[src/rtl/hp0_arbiter.sv]
// hp0_arbiter: round-robin AXI4-Lite arbiter of two requesters onto the HP0 port, one transaction at a time.
// Define HP0_ARB_TIMEOUT_EN to add the response watchdog with error response and stale-response swallowing.
`ifndef HP0_ADDR_W
`define HP0_ADDR_W 32
`endif
`ifndef HP0_DATA_W
`define HP0_DATA_W 32
`endif
module hp0_arbiter #(
  parameter int AW      = `HP0_ADDR_W,
  parameter int DW      = `HP0_DATA_W,
  parameter int TIMEOUT = 1024
) (
  input  logic            aclk,
  input  logic            areset,
  input  logic [AW-1:0]   m0_awaddr_i,
  input  logic [2:0]      m0_awprot_i,
  input  logic            m0_awvalid_i,
  output logic            m0_awready_o,
  input  logic [DW-1:0]   m0_wdata_i,
  input  logic [DW/8-1:0] m0_wstrb_i,
  input  logic            m0_wvalid_i,
  output logic            m0_wready_o,
  output logic [1:0]      m0_bresp_o,
  output logic            m0_bvalid_o,
  input  logic            m0_bready_i,
  input  logic [AW-1:0]   m0_araddr_i,
  input  logic [2:0]      m0_arprot_i,
  input  logic            m0_arvalid_i,
  output logic            m0_arready_o,
  output logic [DW-1:0]   m0_rdata_o,
  output logic [1:0]      m0_rresp_o,
  output logic            m0_rvalid_o,
  input  logic            m0_rready_i,
  input  logic [AW-1:0]   m1_awaddr_i,
  input  logic [2:0]      m1_awprot_i,
  input  logic            m1_awvalid_i,
  output logic            m1_awready_o,
  input  logic [DW-1:0]   m1_wdata_i,
  input  logic [DW/8-1:0] m1_wstrb_i,
  input  logic            m1_wvalid_i,
  output logic            m1_wready_o,
  output logic [1:0]      m1_bresp_o,
  output logic            m1_bvalid_o,
  input  logic            m1_bready_i,
  input  logic [AW-1:0]   m1_araddr_i,
  input  logic [2:0]      m1_arprot_i,
  input  logic            m1_arvalid_i,
  output logic            m1_arready_o,
  output logic [DW-1:0]   m1_rdata_o,
  output logic [1:0]      m1_rresp_o,
  output logic            m1_rvalid_o,
  input  logic            m1_rready_i,
  output logic [AW-1:0]   s_awaddr_o,
  output logic [2:0]      s_awprot_o,
  output logic            s_awvalid_o,
  input  logic            s_awready_i,
  output logic [DW-1:0]   s_wdata_o,
  output logic [DW/8-1:0] s_wstrb_o,
  output logic            s_wvalid_o,
  input  logic            s_wready_i,
  input  logic [1:0]      s_bresp_i,
  input  logic            s_bvalid_i,
  output logic            s_bready_o,
  output logic [AW-1:0]   s_araddr_o,
  output logic [2:0]      s_arprot_o,
  output logic            s_arvalid_o,
  input  logic            s_arready_i,
  input  logic [DW-1:0]   s_rdata_i,
  input  logic [1:0]      s_rresp_i,
  input  logic            s_rvalid_i,
  output logic            s_rready_o,
  output logic            busy_o,
  output logic            grant_o
);
  typedef enum logic [2:0] {IDLE, WR_ADDR, WR_RESP, RD_ADDR, RD_DATA} state_e;
  state_e state_q;
  logic rr_q, grant_q, busy_q, pend_q, pend_wr_q, aw_done_q, w_done_q;
  logic to_w, stale_w, req0, req1, win, fwd_aw, fwd_w, fwd_b, fwd_ar, fwd_r;
  logic sel_bready, sel_rready, b_v, r_v, aw_hs, w_hs, ar_hs, b_hs, r_hs;
  if (TIMEOUT < 2) begin : g_bad_timeout
    $error("hp0_arbiter: TIMEOUT must be at least 2");
  end
  always_comb begin
    req0 = m0_awvalid_i | m0_arvalid_i;
    req1 = m1_awvalid_i | m1_arvalid_i;
    win = (req0 && req1) ? rr_q : req1;
    fwd_aw = state_q == WR_ADDR && !aw_done_q;
    fwd_w = state_q == WR_ADDR && !w_done_q;
    fwd_b = state_q == WR_RESP && !to_w;
    fwd_ar = state_q == RD_ADDR;
    fwd_r = state_q == RD_DATA && !to_w;
    sel_bready = grant_q ? m1_bready_i : m0_bready_i;
    sel_rready = grant_q ? m1_rready_i : m0_rready_i;
    s_awaddr_o = grant_q ? m1_awaddr_i : m0_awaddr_i;
    s_awprot_o = grant_q ? m1_awprot_i : m0_awprot_i;
    s_awvalid_o = fwd_aw && (grant_q ? m1_awvalid_i : m0_awvalid_i);
    s_wdata_o = grant_q ? m1_wdata_i : m0_wdata_i;
    s_wstrb_o = grant_q ? m1_wstrb_i : m0_wstrb_i;
    s_wvalid_o = fwd_w && (grant_q ? m1_wvalid_i : m0_wvalid_i);
    s_araddr_o = grant_q ? m1_araddr_i : m0_araddr_i;
    s_arprot_o = grant_q ? m1_arprot_i : m0_arprot_i;
    s_arvalid_o = fwd_ar && (grant_q ? m1_arvalid_i : m0_arvalid_i);
    // a stale response left over from a timeout is drained while idle
    s_bready_o = (fwd_b && sel_bready) || (state_q == IDLE && stale_w);
    s_rready_o = (fwd_r && sel_rready) || (state_q == IDLE && stale_w);
    b_v = fwd_b ? s_bvalid_i : (state_q == WR_RESP && to_w);
    r_v = fwd_r ? s_rvalid_i : (state_q == RD_DATA && to_w);
    aw_hs = s_awvalid_o && s_awready_i;
    w_hs = s_wvalid_o && s_wready_i;
    ar_hs = s_arvalid_o && s_arready_i;
    b_hs = b_v && sel_bready;
    r_hs = r_v && sel_rready;
    m0_awready_o = !grant_q && fwd_aw && s_awready_i;
    m1_awready_o = grant_q && fwd_aw && s_awready_i;
    m0_wready_o = !grant_q && fwd_w && s_wready_i;
    m1_wready_o = grant_q && fwd_w && s_wready_i;
    m0_arready_o = !grant_q && fwd_ar && s_arready_i;
    m1_arready_o = grant_q && fwd_ar && s_arready_i;
    m0_bvalid_o = !grant_q && b_v;
    m1_bvalid_o = grant_q && b_v;
    m0_rvalid_o = !grant_q && r_v;
    m1_rvalid_o = grant_q && r_v;
    m0_bresp_o = to_w ? 2'b10 : s_bresp_i;
    m1_bresp_o = to_w ? 2'b10 : s_bresp_i;
    m0_rresp_o = to_w ? 2'b10 : s_rresp_i;
    m1_rresp_o = to_w ? 2'b10 : s_rresp_i;
    m0_rdata_o = to_w ? '0 : s_rdata_i;
    m1_rdata_o = to_w ? '0 : s_rdata_i;
    busy_o = busy_q;
    grant_o = grant_q;
  end
  always_ff @(posedge aclk or posedge areset) begin
    if (areset) begin
      state_q <= IDLE;
      rr_q <= 1'b0;
      grant_q <= 1'b0;
      busy_q <= 1'b0;
      pend_q <= 1'b0;
      pend_wr_q <= 1'b0;
      aw_done_q <= 1'b0;
      w_done_q <= 1'b0;
    end else begin
      case (state_q)
        IDLE:
          if (pend_q) begin
            state_q <= pend_wr_q ? WR_ADDR : RD_ADDR;
            busy_q <= 1'b1;
            pend_q <= 1'b0;
            aw_done_q <= 1'b0;
            w_done_q <= 1'b0;
          end else if ((req0 || req1) && !stale_w) begin
            grant_q <= win;
            pend_q <= 1'b1;
            pend_wr_q <= win ? m1_awvalid_i : m0_awvalid_i;
          end
        WR_ADDR: begin
          aw_done_q <= aw_done_q || aw_hs;
          w_done_q <= w_done_q || w_hs;
          if ((aw_done_q || aw_hs) && (w_done_q || w_hs)) state_q <= WR_RESP;
        end
        RD_ADDR: if (ar_hs) state_q <= RD_DATA;
        WR_RESP, RD_DATA:
          if (b_hs || r_hs) begin
            state_q <= IDLE;
            busy_q <= 1'b0;
            rr_q <= !grant_q;
          end
        default: state_q <= IDLE;
      endcase
    end
  end
`ifdef HP0_ARB_TIMEOUT_EN
  localparam int WD_W = $clog2(TIMEOUT + 1);
  logic [WD_W-1:0] wd_q;
  logic stale_q, in_resp;
  assign in_resp = state_q == WR_RESP || state_q == RD_DATA;
  assign to_w = in_resp && wd_q == WD_W'(TIMEOUT);
  assign stale_w = stale_q;
  always_ff @(posedge aclk or posedge areset) begin
    if (areset) begin
      wd_q <= '0;
      stale_q <= 1'b0;
    end else begin
      wd_q <= !in_resp ? '0 : to_w ? wd_q : wd_q + WD_W'(1);
      if (to_w && (b_hs || r_hs)) stale_q <= 1'b1;
      else if (state_q == IDLE && (s_bvalid_i || s_rvalid_i)) stale_q <= 1'b0;
    end
  end
`else
  assign to_w = 1'b0;
  assign stale_w = 1'b0;
`endif
endmodule

[config.mk]
export PLATFORM = sky130hd
export DESIGN_NAME = hp0_arbiter
export DESIGN_NICKNAME = d
export VERILOG_FILES = /design/src/rtl/hp0_arbiter.sv
export SDC_FILE = /design/constraint.sdc
export NUM_CORES = 1
export LEC_CHECK = 0
export CORE_AREA = 2 2 180 182
export CTS_BUF_LIST = sky130_fd_sc_hd__clkbuf_8
export DETAILED_ROUTE_END_ITERATION = 8
export DIE_AREA = 0 0 182 184
export PLACE_DENSITY_LB_ADDON = 0.2
export SKIP_CTS_REPAIR_TIMING = 1
export SYNTH_ARGS = -nofsm -noshare
export SYNTH_HDL_FRONTEND = slang
export SYNTH_SLANG_ARGS = --single-unit
[constraint.sdc]
create_clock -name aclk -period 1.7 [get_ports aclk]
set_input_delay 0.34 -clock aclk [delete_from_list [all_inputs] [get_ports aclk]]
set_output_delay 0.34 -clock aclk [all_outputs]
set_load 0.02 [all_outputs]
======== Word-level counts from Yosys, hierarchy flattened ========
Cells that the tools add are included.
storage, ports and cells
  input bits .............................. 265
  memories ................................ 0
  bits in latches ......................... 0
  ROM bits ................................ 0
  RAM bits ................................ 0
  register bits ........................... 10
  word-level logic and storage cells ...... 94
  output and inout port bits .............. 195
cells by class
  add/sub/neg operators ................... 0
  eq/ne operators ......................... 8
  reductions and logical operators ........ 46
  mux-type cells .......................... 29
  multiply operators ...................... 0
  shifts and indexed selects .............. 0
  bitwise operators ....................... 3
  divide/modulo/power cells ............... 0
  magnitude comparators ................... 0
operators with widths
  cell                  number
  $mux W32              3
  $logic_and A1 B1 Y1   30
  $mux W3               6
  $mux W1               14
  $pmux W3 S4           1
  $eq A3 B2 Y1 const B  2
  $pmux W1 S2           3
  $reduce_and A3 Y1     2
  $logic_or A1 B1 Y1    4
  $mux W4               1
  $ne A2 B1 Y1 const B  2
  $ne A2 B2 Y1 const B  2
  $reduce_and A2 Y1     2
  $reduce_and A4 Y1     1
  $reduce_bool A2 Y1    2
  $eq A3 B1 Y1 const B  1
  $eq A3 B3 Y1 const B  1
  $logic_not A1 Y1      3
  $logic_not A3 Y1      1
  $mux W2               1
  $or A1 B1 Y1          2
  $reduce_or A2 Y1      1
  $not A1 Y1            1

======== Longest topological paths before layout ========
  depth in word-level cells ............... 8
  mapped depth ............................ 5
  depth with buffers taken out ............ 4

======== Least setup slack after synthesis ========
No wires, ideal clock.
  kind .................................... reg-to-output
  start point ............................. reg grant_q, in the netlist grant_o
  end point ............................... out m0_awready_o
  path buffers ............................ 3
  required time ........................... 1360 ps
  stages on the path, launching flop included .. 5
  setup slack ............................. -387 ps
  arrival time ............................ 1747 ps
  cells stage by stage .................... dfrtp_1 > buf_6 > buf_2 > buf_2 > nor4b_1
between the ends
  cells in the longest elaborated chain, start to end .. 3
RTL lines
  element                            line  text
  start, declared                    78    logic rr_q, grant_q, busy_q, pend_q, pend_wr_q, aw_done_q, w_done_q;
  start signal, assigned             153   grant_q <= win;
  $logic_not A1 Y1                   114   m0_awready_o = !grant_q && fwd_aw && s_awready_i;
  $logic_and A1 B1 Y1 (2 in series)  114
  end, declared                      19    output logic m0_awready_o,
Every way passes these cells.

======== Worst setup path after layout ========
  start point ............................. reg grant_q, in the netlist grant_o
  end point ............................... out s_araddr_o[1]
between the ends
  cells in the longest elaborated chain, start to end .. 1
RTL lines
  element        line  text
  $mux W32       101   s_araddr_o = grant_q ? m1_araddr_i : m0_araddr_i;
  end, declared  65    output logic [AW-1:0] s_araddr_o,
Every way passes these cells.

==> flow_summary.yaml <==
power:
  clock_power_share: 0.032
  switching_share: 0.422
  seqPwrFrac: 0.060
  p_total_mw: 9.17
  power_per_cell_area_nw_per_um2: 1300
  ir_drop_mv: 0.442
  internal-power_mw: 5.30
  power.net_switching_mw: 3.87
  leakagePower_nw: 2.87
  p_comb_frac: 0.907
route:
  avgRoutedWirePerCell_microns: 19.4
  vias_per_cell: 3.32
  dr.pass1.iters: 4
  vias: 3364
  final_antenna_net_count: 0
  wl_microns: 19700
  drc: 0
  first_iter_violations: 36
clock_tree:
  cts_tree: "built"
  htree_levels: 1
  cts_sinks: 10
  cts_made_buffers: 3
  clk_pin_slew_ns: 0.05
  clock_path_buffers: 2
  cts-root-buf: "clkbuf_8"
  clock_latency_ns: 0.24
global_route:
  met1_usage: 0.0968
  busiest_layer: "met2"
  grt_use_met3: 0.0374
  antenna_found_initial: 2
  grt.met2_usage: 0.202
  grt_pass1_wl_microns: 24000
  overflow: 0
  grt_pass1_vias: 3381
  grt_max_degree: 19
  grt_usage: 0.0995
sta:
  slew_viol_final: 0
  rsz0062_at_grt: "yes"
  finalWorstSetupSlack_ns: -0.365
  max_freq_ghz: 0.484
  final_hold_viol_count: 0
  worst_slew_pin_slew_ns: 0.436
  skew_ns: 0.00151
  period_minus_slack_ns: 2.06
  timing.final.crit_share: 1.21
  setup_viol_count_final: 124
  slew_headroom: 0.710
layout:
  regArea_sq_um: 256
  nets: 878
  final_cell_mix: "clkdlybuf4s50_1, buf_6, mux2_2"
  area_growth_pct: 178
  layout_commonest_cell: "clkdlybuf4s50_1"
  utilization: 0.226
  nFillCells: 3456
  drive_above_1_share: 0.534
  n_antenna_cell: 0
  multi_input_area_sq_um: 1830
placement:
  place.gp.congestion: 0.712
  port_buffers: 351
  dp_hpwl_microns: 16800
  place_ws_ns: -0.458
logic_synthesis:
  synth.top_cell.area_share: 0.473
  yosys-top-cells-area: "mux2_2, buf_4, dfrtp_1"
  postSynthCellCount: 276
  ys_seq_area_frac: 0.0982
  synth_area_per_cell_sq_um: 9.23
  netlist_area_sq_um: 2550
  synth-seq-cells: 10
  yosysUniqueCellTypes: 31
  yosysWarnings: 0
  synth_nets: 541
  yosys.area.top_type: "mux2_2"
setup_path:
  cp-end-kind: "output pin"
  cp_max_fo: 6
  rr_worst_depth: 8
  r2r-start: "grant_o$_DFFE_PP0P_"
  criticalPathCategory: "reg2out"
  worstReg2RegEnd: "state_q[1]$_DFFE_PP0P_"
  startpoint_type: "register"
  required_ns: 1.36
  critPathArrivalTime_ns: 1.72
  timing.reg2reg.setup_slack_ns: -0.21
floorplan:
  initial_utilization: 0.0811
  die_w_microns: 182
  io_pins: 460
  rows: 65
  die_area_sq_um: 33500
  coreArea_sq_um: 31400
  die_h_microns: 184
status:
  violations: "setup timing"
  outcome: "complete, but fails checks"
min_path:
  min_path_type: "in2async"
flow_run:
  maxCapViolations: 0
[critical path: stages (launching register included)]
cell and delay [ns]:
dfrtp_4 0.51, buf_12 0.16, buf_12 0.14, buf_8 0.13, buf_6 0.12, mux2_4 0.30
buf_6 0.13
[layer usage]
layer / share of wire / vias to the layer above
met4: 0.0073 / 2
li1: - / 1585
met3: 0.10 / 14
met1: 0.35 / 1477
met5: 0.00066 / -
met2: 0.54 / 286
[synth_stat cells, drive strengths merged]
master and instances:
o21ba 1, dfrtp 10, and3 1, a22o 1, nand2 7, a221oi 1
buf 86, o21bai 1, a21boi 2, nor3 4, nor4b 4, nor2 15
mux2i 3, a31oi 2, nor2b 1, o21ai 2, nor3b 4, a21oi 7
nand2b 1, o22ai 4, mux2 110, inv 6, nand3 2, a2bb2oi 1
[layout make-up]
type / count / area share
Clock buffer: 4 / 0.00778
Inverter: 6 / 0.00371
Multi-Input combinational cell: 174 / 0.259
Sequential cell: 10 / 0.0362
Tap cell: 402 / 0.0710
Timing Repair Buffer: 418 / 0.622
[worst max-delay path by stage]
stage | slack [ns] | endpoint | cells past startpoint | start
4_1_cts | -0.63 | s_araddr_o[28] | 4 | grant_o$_DFFE_PP0P_
6_report | -0.36 | s_araddr_o[1] | 6 | grant_o$_DFFE_PP0P_
5_1_grt | -0.41 | s_awvalid_o | 5 | grant_o$_DFFE_PP0P_
3_5_place_dp | -0.46 | s_arvalid_o | 4 | m0_arvalid_i
2_1_floorplan | -0.11 | s_awvalid_o | 3 | state_q[2]$_DFFE_PP0P_
3_3_place_gp | -0.47 | s_arvalid_o | 4 | m0_arvalid_i
[cells by family (layout without fill, tap and decap cells)]
| kind of cell | Yosys count | count (layout) | synth area share |
|---|---|---|---|
| compound gates | 22 | 22 | 0.0634 |
| flops | 10 | 10 | 0.0982 |
| simple gates | 39 | 39 | 0.0791 |
| mux | 113 | 113 | 0.502 |
| buf+inv | 92 | 428 | 0.257 |
[flip-flops by register name (all words and copies together), names as in the netlist]
| signal | count |
|---|---|
| state_q | 3 |
| aw_done_q | 1 |
| busy_o | 1 |
| grant_o | 1 |
| pend_q | 1 |
| pend_wr_q | 1 |
| rr_q | 1 |
| w_done_q | 1 |
[stage by stage]
| step | cell area [sq um] | hold WS (ns) | setup TNS (ns) | instances |
|---|---|---|---|---|
| after floorplan | 2600 | 0.180 | -0.365 | 276 |
| after global placement | 6380 | 0.527 | -33.58 | 987 |
| after detailed placement | 6380 | 0.528 | -33.33 | 987 |
| after CTS | 6430 | 0.406 | -64.05 | 991 |
| after global routing | 7080 | 0.436 | -35.05 | 1014 |
| final | 7080 | 0.393 | -29.51 | 1014 |
[power by group through the flow]
stage / logic, mW / clock network [mW] / registers, mW
6_report: 8.32 / 0.298 / 0.554
4_1_cts: 6.92 / 0.310 / 0.527
5_1_grt: 8.78 / 0.323 / 0.581
3_3_place_gp: 6.91 / 0 / 0.531
3_5_place_dp: 6.88 / 0 / 0.532
2_1_floorplan: 3.65 / 0 / 0.487
Note: power is estimated with default switching activity, not from simulation.
